[src/rtl/decrypt_pkg.sv]
// ---------------------------------------------------------------------------
// decrypt_pkg
//   Shared definitions for the iterative block decryptor:
//     ROUNDS      number of rounds per block (counter reload value)
//     KEYS        number of round keys in the schedule (3 per round)
//     INVS_TABLE  4-bit inverse S-box, entry n is INVS(n)
//     fsm_state_t controller states
//     round_key   K_i = ROTL8(seed, i mod 8) ^ i
// ---------------------------------------------------------------------------
package decrypt_pkg;

    localparam int ROUNDS = 32;
    localparam int KEYS   = 96;

    // Index 0 is the leftmost element, so INVS_TABLE[n] == INVS(n).
    localparam logic [0:15][3:0] INVS_TABLE = {
        4'h5, 4'hE, 4'hF, 4'h8, 4'hC, 4'h1, 4'h2, 4'hD,
        4'hB, 4'h4, 4'h6, 4'h3, 4'h0, 4'h7, 4'h9, 4'hA
    };

    typedef enum logic {
        IDLE = 1'b0,
        RUN  = 1'b1
    } fsm_state_t;

    // Rotating a doubled copy left and keeping the upper byte is an 8-bit
    // rotate-left by i[2:0], i.e. by (i mod 8).
    function automatic logic [7:0] round_key(input logic [6:0] i, input logic [7:0] seed);
        logic [15:0] rot;
        rot = {seed, seed} << i[2:0];
        return rot[15:8] ^ {1'b0, i};
    endfunction

endpackage

[src/rtl/inv_sbox8.sv]
// ---------------------------------------------------------------------------
// inv_sbox8
//   Byte-wide inverse S-box: two independent nibble lookups in INVS_TABLE.
//   Ports:
//     din   in  8  byte to substitute
//     dout  out 8  {INVS(din[7:4]), INVS(din[3:0])}
// ---------------------------------------------------------------------------
module inv_sbox8
    import decrypt_pkg::*;
(
    input  logic [7:0] din,
    output logic [7:0] dout
);

    generate
        for (genvar gi = 0; gi < 2; gi++) begin : g_nibble
            assign dout[gi*4 +: 4] = INVS_TABLE[din[gi*4 +: 4]];
        end
    endgenerate

endmodule

[src/rtl/decrypt_core.sv]
// ---------------------------------------------------------------------------
// decrypt_core
//   Iterative 32-round decryptor for one 32-bit block (bytes B1..B4).
//   One round per clock: key XOR, byte inverse S-box, key XOR, byte shift.
//   Round r uses keys K_3r, K_3r-1, K_3r-2, so the schedule runs from K_96
//   down to K_1.
//   Ports:
//     CLK               in   1  clock, rising edge
//     RST_N             in   1  asynchronous active-low reset
//     EN                in   1  start request, sampled only in IDLE
//     IN_1..IN_4        in   8  ciphertext bytes B1..B4
//     OUT_1..OUT_4      out  8  plaintext bytes (registered)
//     K_96, K_95, K_94  out  8  constant round keys
//     First_XOR         out  8  B1 ^ ka of the current round
//     S_BOX_OUT         out  8  INVS(First_XOR)
//     Final_XOR         out  8  S_BOX_OUT ^ kb
// ---------------------------------------------------------------------------
module decrypt_core
    import decrypt_pkg::*;
#(
    parameter logic [7:0] KEY_SEED = 8'hA5
) (
    input  logic       CLK,
    input  logic       RST_N,
    input  logic       EN,
    input  logic [7:0] IN_1,
    input  logic [7:0] IN_2,
    input  logic [7:0] IN_3,
    input  logic [7:0] IN_4,
    output logic [7:0] OUT_1,
    output logic [7:0] OUT_2,
    output logic [7:0] OUT_3,
    output logic [7:0] OUT_4,
    output logic [7:0] K_96,
    output logic [7:0] K_95,
    output logic [7:0] K_94,
    output logic [7:0] First_XOR,
    output logic [7:0] S_BOX_OUT,
    output logic [7:0] Final_XOR
);

    fsm_state_t state_reg, state_next;
    logic [5:0] r_reg, r_next;
    logic [7:0] b1_reg, b2_reg, b3_reg, b4_reg;
    logic [7:0] b1_next, b2_next, b3_next, b4_next;
    logic [7:0] out1_reg, out2_reg, out3_reg, out4_reg;
    logic [7:0] out1_next, out2_next, out3_next, out4_next;

    logic [6:0] idx_a, idx_b, idx_c;
    logic [7:0] ka, kb, kc;

    // Constant keys: pure functions of the seed, unaffected by reset.
    assign K_96 = round_key(7'(KEYS),     KEY_SEED);
    assign K_95 = round_key(7'(KEYS - 1), KEY_SEED);
    assign K_94 = round_key(7'(KEYS - 2), KEY_SEED);

    // Key indices 3r, 3r-1, 3r-2; r stays in 1..32 so idx_c never drops below 1.
    assign idx_a = {1'b0, r_reg} + {r_reg, 1'b0};
    assign idx_b = idx_a - 7'd1;
    assign idx_c = idx_a - 7'd2;

    assign ka = round_key(idx_a, KEY_SEED);
    assign kb = round_key(idx_b, KEY_SEED);
    assign kc = round_key(idx_c, KEY_SEED);

    // Round datapath, always driven from the live state so it doubles as debug.
    assign First_XOR = b1_reg ^ ka;

    inv_sbox8 u_inv_sbox8 (
        .din  (First_XOR),
        .dout (S_BOX_OUT)
    );

    assign Final_XOR = S_BOX_OUT ^ kb;

    always_comb begin
        state_next = state_reg;
        r_next     = r_reg;
        b1_next    = b1_reg;
        b2_next    = b2_reg;
        b3_next    = b3_reg;
        b4_next    = b4_reg;
        out1_next  = out1_reg;
        out2_next  = out2_reg;
        out3_next  = out3_reg;
        out4_next  = out4_reg;

        case (state_reg)
            IDLE: begin
                if (EN) begin
                    b1_next    = IN_1;
                    b2_next    = IN_2;
                    b3_next    = IN_3;
                    b4_next    = IN_4;
                    r_next     = 6'(ROUNDS);
                    state_next = RUN;
                end
            end
            RUN: begin
                b1_next = b2_reg ^ kc;
                b2_next = b3_reg;
                b3_next = b4_reg;
                b4_next = Final_XOR;
                if (r_reg == 6'd1) begin
                    // Last round: publish its result directly, no extra cycle.
                    out1_next  = b1_next;
                    out2_next  = b2_next;
                    out3_next  = b3_next;
                    out4_next  = b4_next;
                    r_next     = 6'(ROUNDS);
                    state_next = IDLE;
                end else begin
                    r_next = r_reg - 6'd1;
                end
            end
            default: state_next = IDLE;
        endcase
    end

    always_ff @(posedge CLK or negedge RST_N) begin
        if (!RST_N) begin
            state_reg <= IDLE;
            r_reg     <= 6'(ROUNDS);
            b1_reg    <= 8'h00;
            b2_reg    <= 8'h00;
            b3_reg    <= 8'h00;
            b4_reg    <= 8'h00;
            out1_reg  <= 8'h00;
            out2_reg  <= 8'h00;
            out3_reg  <= 8'h00;
            out4_reg  <= 8'h00;
        end else begin
            state_reg <= state_next;
            r_reg     <= r_next;
            b1_reg    <= b1_next;
            b2_reg    <= b2_next;
            b3_reg    <= b3_next;
            b4_reg    <= b4_next;
            out1_reg  <= out1_next;
            out2_reg  <= out2_next;
            out3_reg  <= out3_next;
            out4_reg  <= out4_next;
        end
    end

    assign OUT_1 = out1_reg;
    assign OUT_2 = out2_reg;
    assign OUT_3 = out3_reg;
    assign OUT_4 = out4_reg;

endmodule

[config.mk]
export PLATFORM = sky130hd
export DESIGN_NAME = decrypt_core
export DESIGN_NICKNAME = d
export VERILOG_FILES = /design/src/rtl/decrypt_pkg.sv /design/src/rtl/inv_sbox8.sv /design/src/rtl/decrypt_core.sv
export SDC_FILE = /design/constraint.sdc
export NUM_CORES = 1
export LEC_CHECK = 0
export ABC_AREA = 1
export BUFFER_PORTS_ARGS = -buffer_cell sky130_fd_sc_hd__buf_2
export CAP_MARGIN = 40
export CELL_PAD_IN_SITES_DETAIL_PLACEMENT = 0
export CELL_PAD_IN_SITES_GLOBAL_PLACEMENT = 1
export CORE_MARGIN = 2
export CORE_UTILIZATION = 36
export CTS_CLUSTER_SIZE = 12
export DETAILED_ROUTE_END_ITERATION = 10
export MAX_ROUTING_LAYER = met4
export PLACE_DENSITY = 0.76
export RECOVER_POWER = 50
export SYNTH_ARGS = -nofsm -noshare
export SYNTH_HDL_FRONTEND = slang
export SYNTH_SLANG_ARGS = --single-unit
[constraint.sdc]
create_clock -name CLK -period 3.5 [get_ports CLK]
set_clock_uncertainty 0.1 [all_clocks]
set_input_delay 0.525 -clock CLK [delete_from_list [all_inputs] [get_ports CLK]]
set_output_delay 0.525 -clock CLK [all_outputs]
set_load 0.01 [all_outputs]
After elaboration in Yosys (flattened, before gate mapping)
Memories as Yosys holds them, arrays and structs flattened.
Index checks and enable logic that the tools add are counted.
Widths: inputs -> output; s select.
{"block": "word_totals", "inputBits": 35, "ramBits": 0, "ff_bits": 71, "mem_bits_ro": 128, "n_memories": 2, "out_inout_bits": 80, "wordCells": 51, "latch_bits": 0}
{"name": "(name not given)", "depth": 16, "width": 4, "rd": 1, "rd_clocked_by_memory_dff": 0, "wr": 0, "line": "inv_sbox8.sv:17", "source": "assign dout[gi*4 +: 4] = INVS_TABLE[din[gi*4 +: 4]];"}
{"name": "(name not given)", "depth": 16, "width": 4, "rd": 1, "rd_clocked_by_memory_dff": 0, "wr": 0, "line": "inv_sbox8.sv:17"}
{"block": "classes", "addsub": 4, "mux": 18, "bitwise": 9, "eq_ne": 2, "shift": 3, "div_mod_pow": 0, "n_mul": 0, "reduce_logical": 1, "magnitude_cmp": 2}
{"operator": "$pmux 8 s2", "n": 4}
{"operator": "$shl 16x3->16 const A", "n": 3}
{"operator": "$mux 8", "n": 4}
{"operator": "$xor 8x7->8", "n": 3}
{"operator": "$xor 8x8->8", "n": 3}
{"operator": "$mux 4", "n": 4}
{"operator": "$mux 6", "n": 2}
{"operator": "$pmux 6 s2", "n": 1}
{"operator": "$ge 5x5->1 const B", "n": 2}
{"operator": "$not 4->5", "n": 2}
{"operator": "$add 6x7->7", "n": 1}
{"operator": "$sub 7x1->7 const B", "n": 1}
{"operator": "$sub 7x2->7 const B", "n": 1}
{"operator": "$eq 6x1->1 const B", "n": 1}
{"operator": "$sub 6x1->6 const B", "n": 1}
{"operator": "$mux 1", "n": 2}
{"operator": "$ne 2x2->1 const B", "n": 1}
{"operator": "$pmux 1 s2", "n": 1}
{"operator": "$reduce_and 2->1", "n": 1}
{"operator": "$not 1->1", "n": 1}

Logic depth before layout (Yosys ltp)
{"block": "logic_depth", "ltp_word": 10, "ltp_mapped": 20, "ltp_nobuf": 19}

Hierarchy
Synthesis repeated with hierarchy kept, for this count alone.
{"block": "unflattened", "cells_unflattened": 619, "hier_area_um2": 4949.7}
{"module": "decrypt_core", "area_each_um2": 4488.1, "cells_each": 538, "seq_area_each_um2": 1778.0, "n_inst": 1}
{"module": "inv_sbox8", "area_each_um2": 461.7, "cells_each": 81, "seq_area_each_um2": 0.0, "n_inst": 1}

Least setup slack after synthesis
No wires, ideal clock.
{"block": "synth_path", "kind": "register to output", "start": "register r_reg[1]", "end": "output port Final_XOR[4]", "arrival_time_ns": 2.891, "required_time_ns": 2.875, "path_buffers": 1, "slack_ns": -0.016, "stages_incl_launch_ff": 18, "cell_sequence": "dfrtp_1 -> ha_1 -> fa_1 -> inv_2 -> buf_6 -> nand2_1 -> nand2_1 -> nand2_1 -> nand2_1 -> nand2_1 -> nand2_1 -> inv_1 -> ha_1 -> nand3b_1 -> nand3_1 -> nand2_1 -> nand2_1 -> and2_1"}
{"block": "synth_via", "elab_chain_len": 9, "word_cells_on_any_way": 12, "classes_between": "add/sub (2); shift (2); mux (2); bitwise (5); memory (1)"}
{"item": "start: declaration", "line": "decrypt_core.sv:43", "source": "logic [5:0] r_reg, r_next;"}
{"item": "start signal: assignment", "line": "decrypt_core.sv:123", "source": "r_reg <= 6'(ROUNDS);"}
{"item": "start signal: assignment", "line": "decrypt_core.sv:134", "source": "r_reg <= r_next;"}
{"item": "$add 6x7->7 *", "line": "decrypt_core.sv:58", "source": "assign idx_a = {1'b0, r_reg} + {r_reg, 1'b0};"}
{"item": "$shl 16x3->16", "line": "decrypt_pkg.sv:30", "source": "rot = {seed, seed} << i[2:0];"}
{"item": "$xor 8x7->8 *", "line": "decrypt_pkg.sv:31", "source": "return rot[15:8] ^ {1'b0, i};"}
{"item": "$xor 8x8->8 *", "line": "decrypt_core.sv:67", "source": "assign First_XOR = b1_reg ^ ka;"}
{"item": "via First_XOR[5]", "line": "decrypt_core.sv:37", "source": "output logic [7:0] First_XOR,"}
{"item": "$not 4->5 (not written as such) *", "line": "inv_sbox8.sv:17"}
{"item": "$mem_v2 16x4 *"}
{"item": "$mux 4 (not written as such) * (2 in series)", "line": "inv_sbox8.sv:17"}
{"item": "$xor 8x8->8 *", "line": "decrypt_core.sv:74", "source": "assign Final_XOR = S_BOX_OUT ^ kb;"}
{"item": "end: declaration", "line": "decrypt_core.sv:39", "source": "output logic [7:0] Final_XOR"}
The timed path passes the listed nets; every way through them passes the cells marked *. The select of a mux whose other input is x is not followed.

Worst setup path after layout
{"block": "layout_path", "start": "register r_reg[1]", "end": "output port Final_XOR[7]"}
{"block": "layout_via", "elab_chain_len": 9, "word_cells_on_any_way": 12, "classes_between": "add/sub (2); shift (2); mux (2); bitwise (5); memory (1)"}
{"item": "$add 6x7->7 *", "line": "decrypt_core.sv:58"}
{"item": "$shl 16x3->16", "line": "decrypt_pkg.sv:30"}
{"item": "$xor 8x7->8", "line": "decrypt_pkg.sv:31"}
{"item": "$xor 8x8->8", "line": "decrypt_core.sv:67"}
{"item": "$not 4->5 (not written as such)", "line": "inv_sbox8.sv:17"}
{"item": "$mem_v2 16x4"}
{"item": "$mux 4 (not written as such) (2 in series)", "line": "inv_sbox8.sv:17"}
{"item": "$xor 8x8->8 *", "line": "decrypt_core.sv:74"}
Every way passes the cells marked *; elsewhere a longest branch is shown, timed or not. The select of a mux whose other input is x is not followed.

==> flow_summary.json <==
{
  "outcome": "finished, violations left",
  "failed_checks": "max-capacitance violations, max-slew violations, negative setup slack",
  "antenna_left": 0,
  "syn_inst": 642,
  "holdPathStages": 3,
  "yosys_warnings": 0,
  "rsz0062_at_grt": "yes",
  "crit_path_end_kind": "output pin",
  "ys.flop_type": "dfrtp_1",
  "cts-root-buf": "clkbuf_16",
  "synth-async-reset-ratio_pct": 100,
  "cp_top_family": "adder cells",
  "relSlewSlack_pct": -1.71,
  "crit_type": "reg2out",
  "synth.avg_cell_area_um2": 7.60,
  "wl_met1_um": 6340,
  "drcViolationCount": 0,
  "grt_overflow": 0,
  "max_stage_delay_ns": 0.60,
  "cp_common_cell": "nand2_2",
  "reg2reg_depth": 22,
  "crit_start": "r_reg[1]",
  "worstPathArrival_ns": 3.02,
  "areaGrowthSynthToFinish_pct": 28.8,
  "die_x_um": 120,
  "antenna_found_initial": 0,
  "fmax_ghz": 0.274,
  "finalWorstSetupSlack_ns": -0.146,
  "wl_met2_um": 6830,
  "post-place-ws_ns": 0.0239,
  "required_ns": 2.87,
  "wl_per_cell_um": 14.7,
  "netlist_area_mm2": 0.00488,
  "cts_tree": "yes",
  "fin_util_pct": 47.5,
  "dp_cells": 917,
  "cts.clk_slew.worst_paths_ns": 0.06,
  "maxCapViolCount": 1,
  "hold_violations": 0,
  "vias_per_cell": 4.63,
  "synth_top_cell_by_area": "dfrtp_1",
  "place_congestion": 0.873,
  "clk_path_buf_depth": 2,
  "core_mm2": 0.0132,
  "ys_ff_latch": 71,
  "yosys-top-cells-area": "dfrtp_1, nand2_1, ha_1",
  "dpl.hpwl_um": 10700,
  "drive_gt1_share_pct": 27.7,
  "finalSetupViolCount": 13,
  "crit_slowest_cell": "fa_2",
  "grt_pass1_vias": 4327,
  "drt_wl_total_um": 14100,
  "portBuffers": 90,
  "period_minus_slack_ns": 3.65,
  "hold_class": "in2reg",
  "die_area_mm2": 0.0145,
  "clock-sinks": 71,
  "cts_buffers": 9,
  "vias": 4439,
  "synth_edf_count": 0,
  "wl_met3_um": 661,
  "fillers": 1335,
  "min-delay-start": "IN_4[1]",
  "synth.top_cell.area_share_pct": 35.9,
  "ys_seq_area_share_pct": 36.4,
  "timing.rr.start": "r_reg[1]",
  "grt_first_pass_wirelength_um": 22100,
  "finalNetCount": 844,
  "worst_pin_slew_ns": 1.53,
  "synthDistinctLibCells": 41,
  "drt_first_pass_iters": 5,
  "startpoint_type": "flip-flop",
  "finalCritPeriodShare_pct": 104,
  "top_layer": "met4",
  "crit_fanout": 7,
  "ios": 115,
  "path_cells": "ha_2, fa_2, inv_4, nand2_4, nand2_2, nand2_1, nand2_1, nand2_1, nand2_2, inv_4, ha_4, nand3b_1, buf_4, nand3_2, nand2_2, nand2_2, nand2_2, buf_6",
  "grt_max_degree": 46,
  "start_util_pct": 36.9,
  "diodes": 0,
  "netlist_top_cells_count": "nand2_1, dfrtp_1, inv_1",
  "path_depth": 18,
  "drtIter0Drc": 258,
  "clk_latency_ns": 0.33,
  "path_buf_inv": 4,
  "track_usage_pct": 20.2,
  "rows": 42,
  "stdcell_count": 959,
  "htree_levels": 3,
  "die_h_um": 120,
  "slew_violations": 28,
  "yosysMostFrequentCell": "nand2_1"
}
## worst register-to-register path: stages, from the launching register on
cell      delay [ns]
dfrtp_1         0.39
ha_2            0.19
fa_2            0.60
inv_4           0.08
nand2_2         0.07
nand2_1         0.06
nand2_2         0.07
nand4_1         0.09
nand2_2         0.11
inv_2           0.05
ha_4            0.26
nand3b_1        0.16
nand3_2         0.12
nand2_2         0.11
nand2_2         0.06
buf_4           0.12
buf_4           0.12
buf_4           0.12
buf_4           0.12
buf_4           0.12
buf_4           0.14
nand3_4         0.08
nand2_1         0.06
## cell families (layout without fill, tap and decap cells)
| logic type | count (synthesis) | count (layout) | synth area share, % |
|---|---|---|---|
| simple gates | 306 | 306 | 27.0 |
| buf+inv | 120 | 239 | 11.8 |
| compound gates | 78 | 78 | 9.46 |
| flops | 71 | 71 | 36.4 |
| xor+xnor | 34 | 34 | 7.02 |
| fa+ha+maj | 31 | 31 | 8.10 |
| other cells | 2 | 24 | 0.154 |
## metal layers
layer / GRT usage, % / vias up
met5: - / -
met4: 5.81 / 0
met3: 3.11 / 15
li1: - / 2241
met2: 32.7 / 115
met1: 26.3 / 2068
## cells in the final DEF, fill, tap and decap left out, drive strengths merged
cell	instances
a21oi	11
a221oi	2
a22o	1
a22oi	1
and2	1
buf	111
bufinv	2
clkbuf	47
clkinv	2
clkinvlp	3
conb	24
dfrtp	70
dfstp	1
dlygate4sd3	1
fa	1
ha	30
inv	73
nand2	224
nand3	40
nand3b	3
nand4	2
nor2	32
o211ai	4
o21ai	35
o21bai	1
o221ai	2
o22ai	21
or2	4
xnor2	10
xor2	24
## through the flow
step	TNS [ns]	cell area, um2	hold WS (ns)
after floorplan	0	4970	0.129
after global placement	0	5570	0.355
after detailed placement	0	5600	0.345
after CTS	-1.21	6230	0.317
after global routing	-3.81	6290	0.328
final	-0.901	6290	0.327
## final cells by class
| class | instances | area, um2 | area share [%] |
|---|---|---|---|
| multi-input cells | 473 | 2810 | 44.6 |
| flip-flops and latches | 71 | 1780 | 28.3 |
| repair buffers | 148 | 857 | 13.6 |
| inverters | 75 | 293 | 4.66 |
| clock buffers | 11 | 253 | 4.02 |
| well taps | 176 | 220 | 3.50 |
| clock inverters | 5 | 80.1 | 1.27 |
## what timing repair did
item | 4_1_cts | 5_1_grt
setup endpoints to repair | 16 | 18
gates resized for setup | 36 | 24
gates cloned | 0 | 0
hold buffers | 1 | 0
hold endpoints to repair | 12 | 0
pin swaps | 22 | 7
buffers inserted | 19 | 6
## final timing paths
check	endpoint	slack (ns)
worst max-delay path	Final_XOR[7]	-0.15
worst min-delay path	b4_reg[1]	0.33
worst max register to register	b4_reg[4]	-0.03
worst min register to register	OUT_3[0]	0.37
max in group asynchronous	r_reg[5]	0.47
min in group asynchronous	OUT_4[5]	0.66
Power is left out: the tool's default activity adds up to more than one toggle a clock period on the data nets, which glitch-free logic cannot reach.
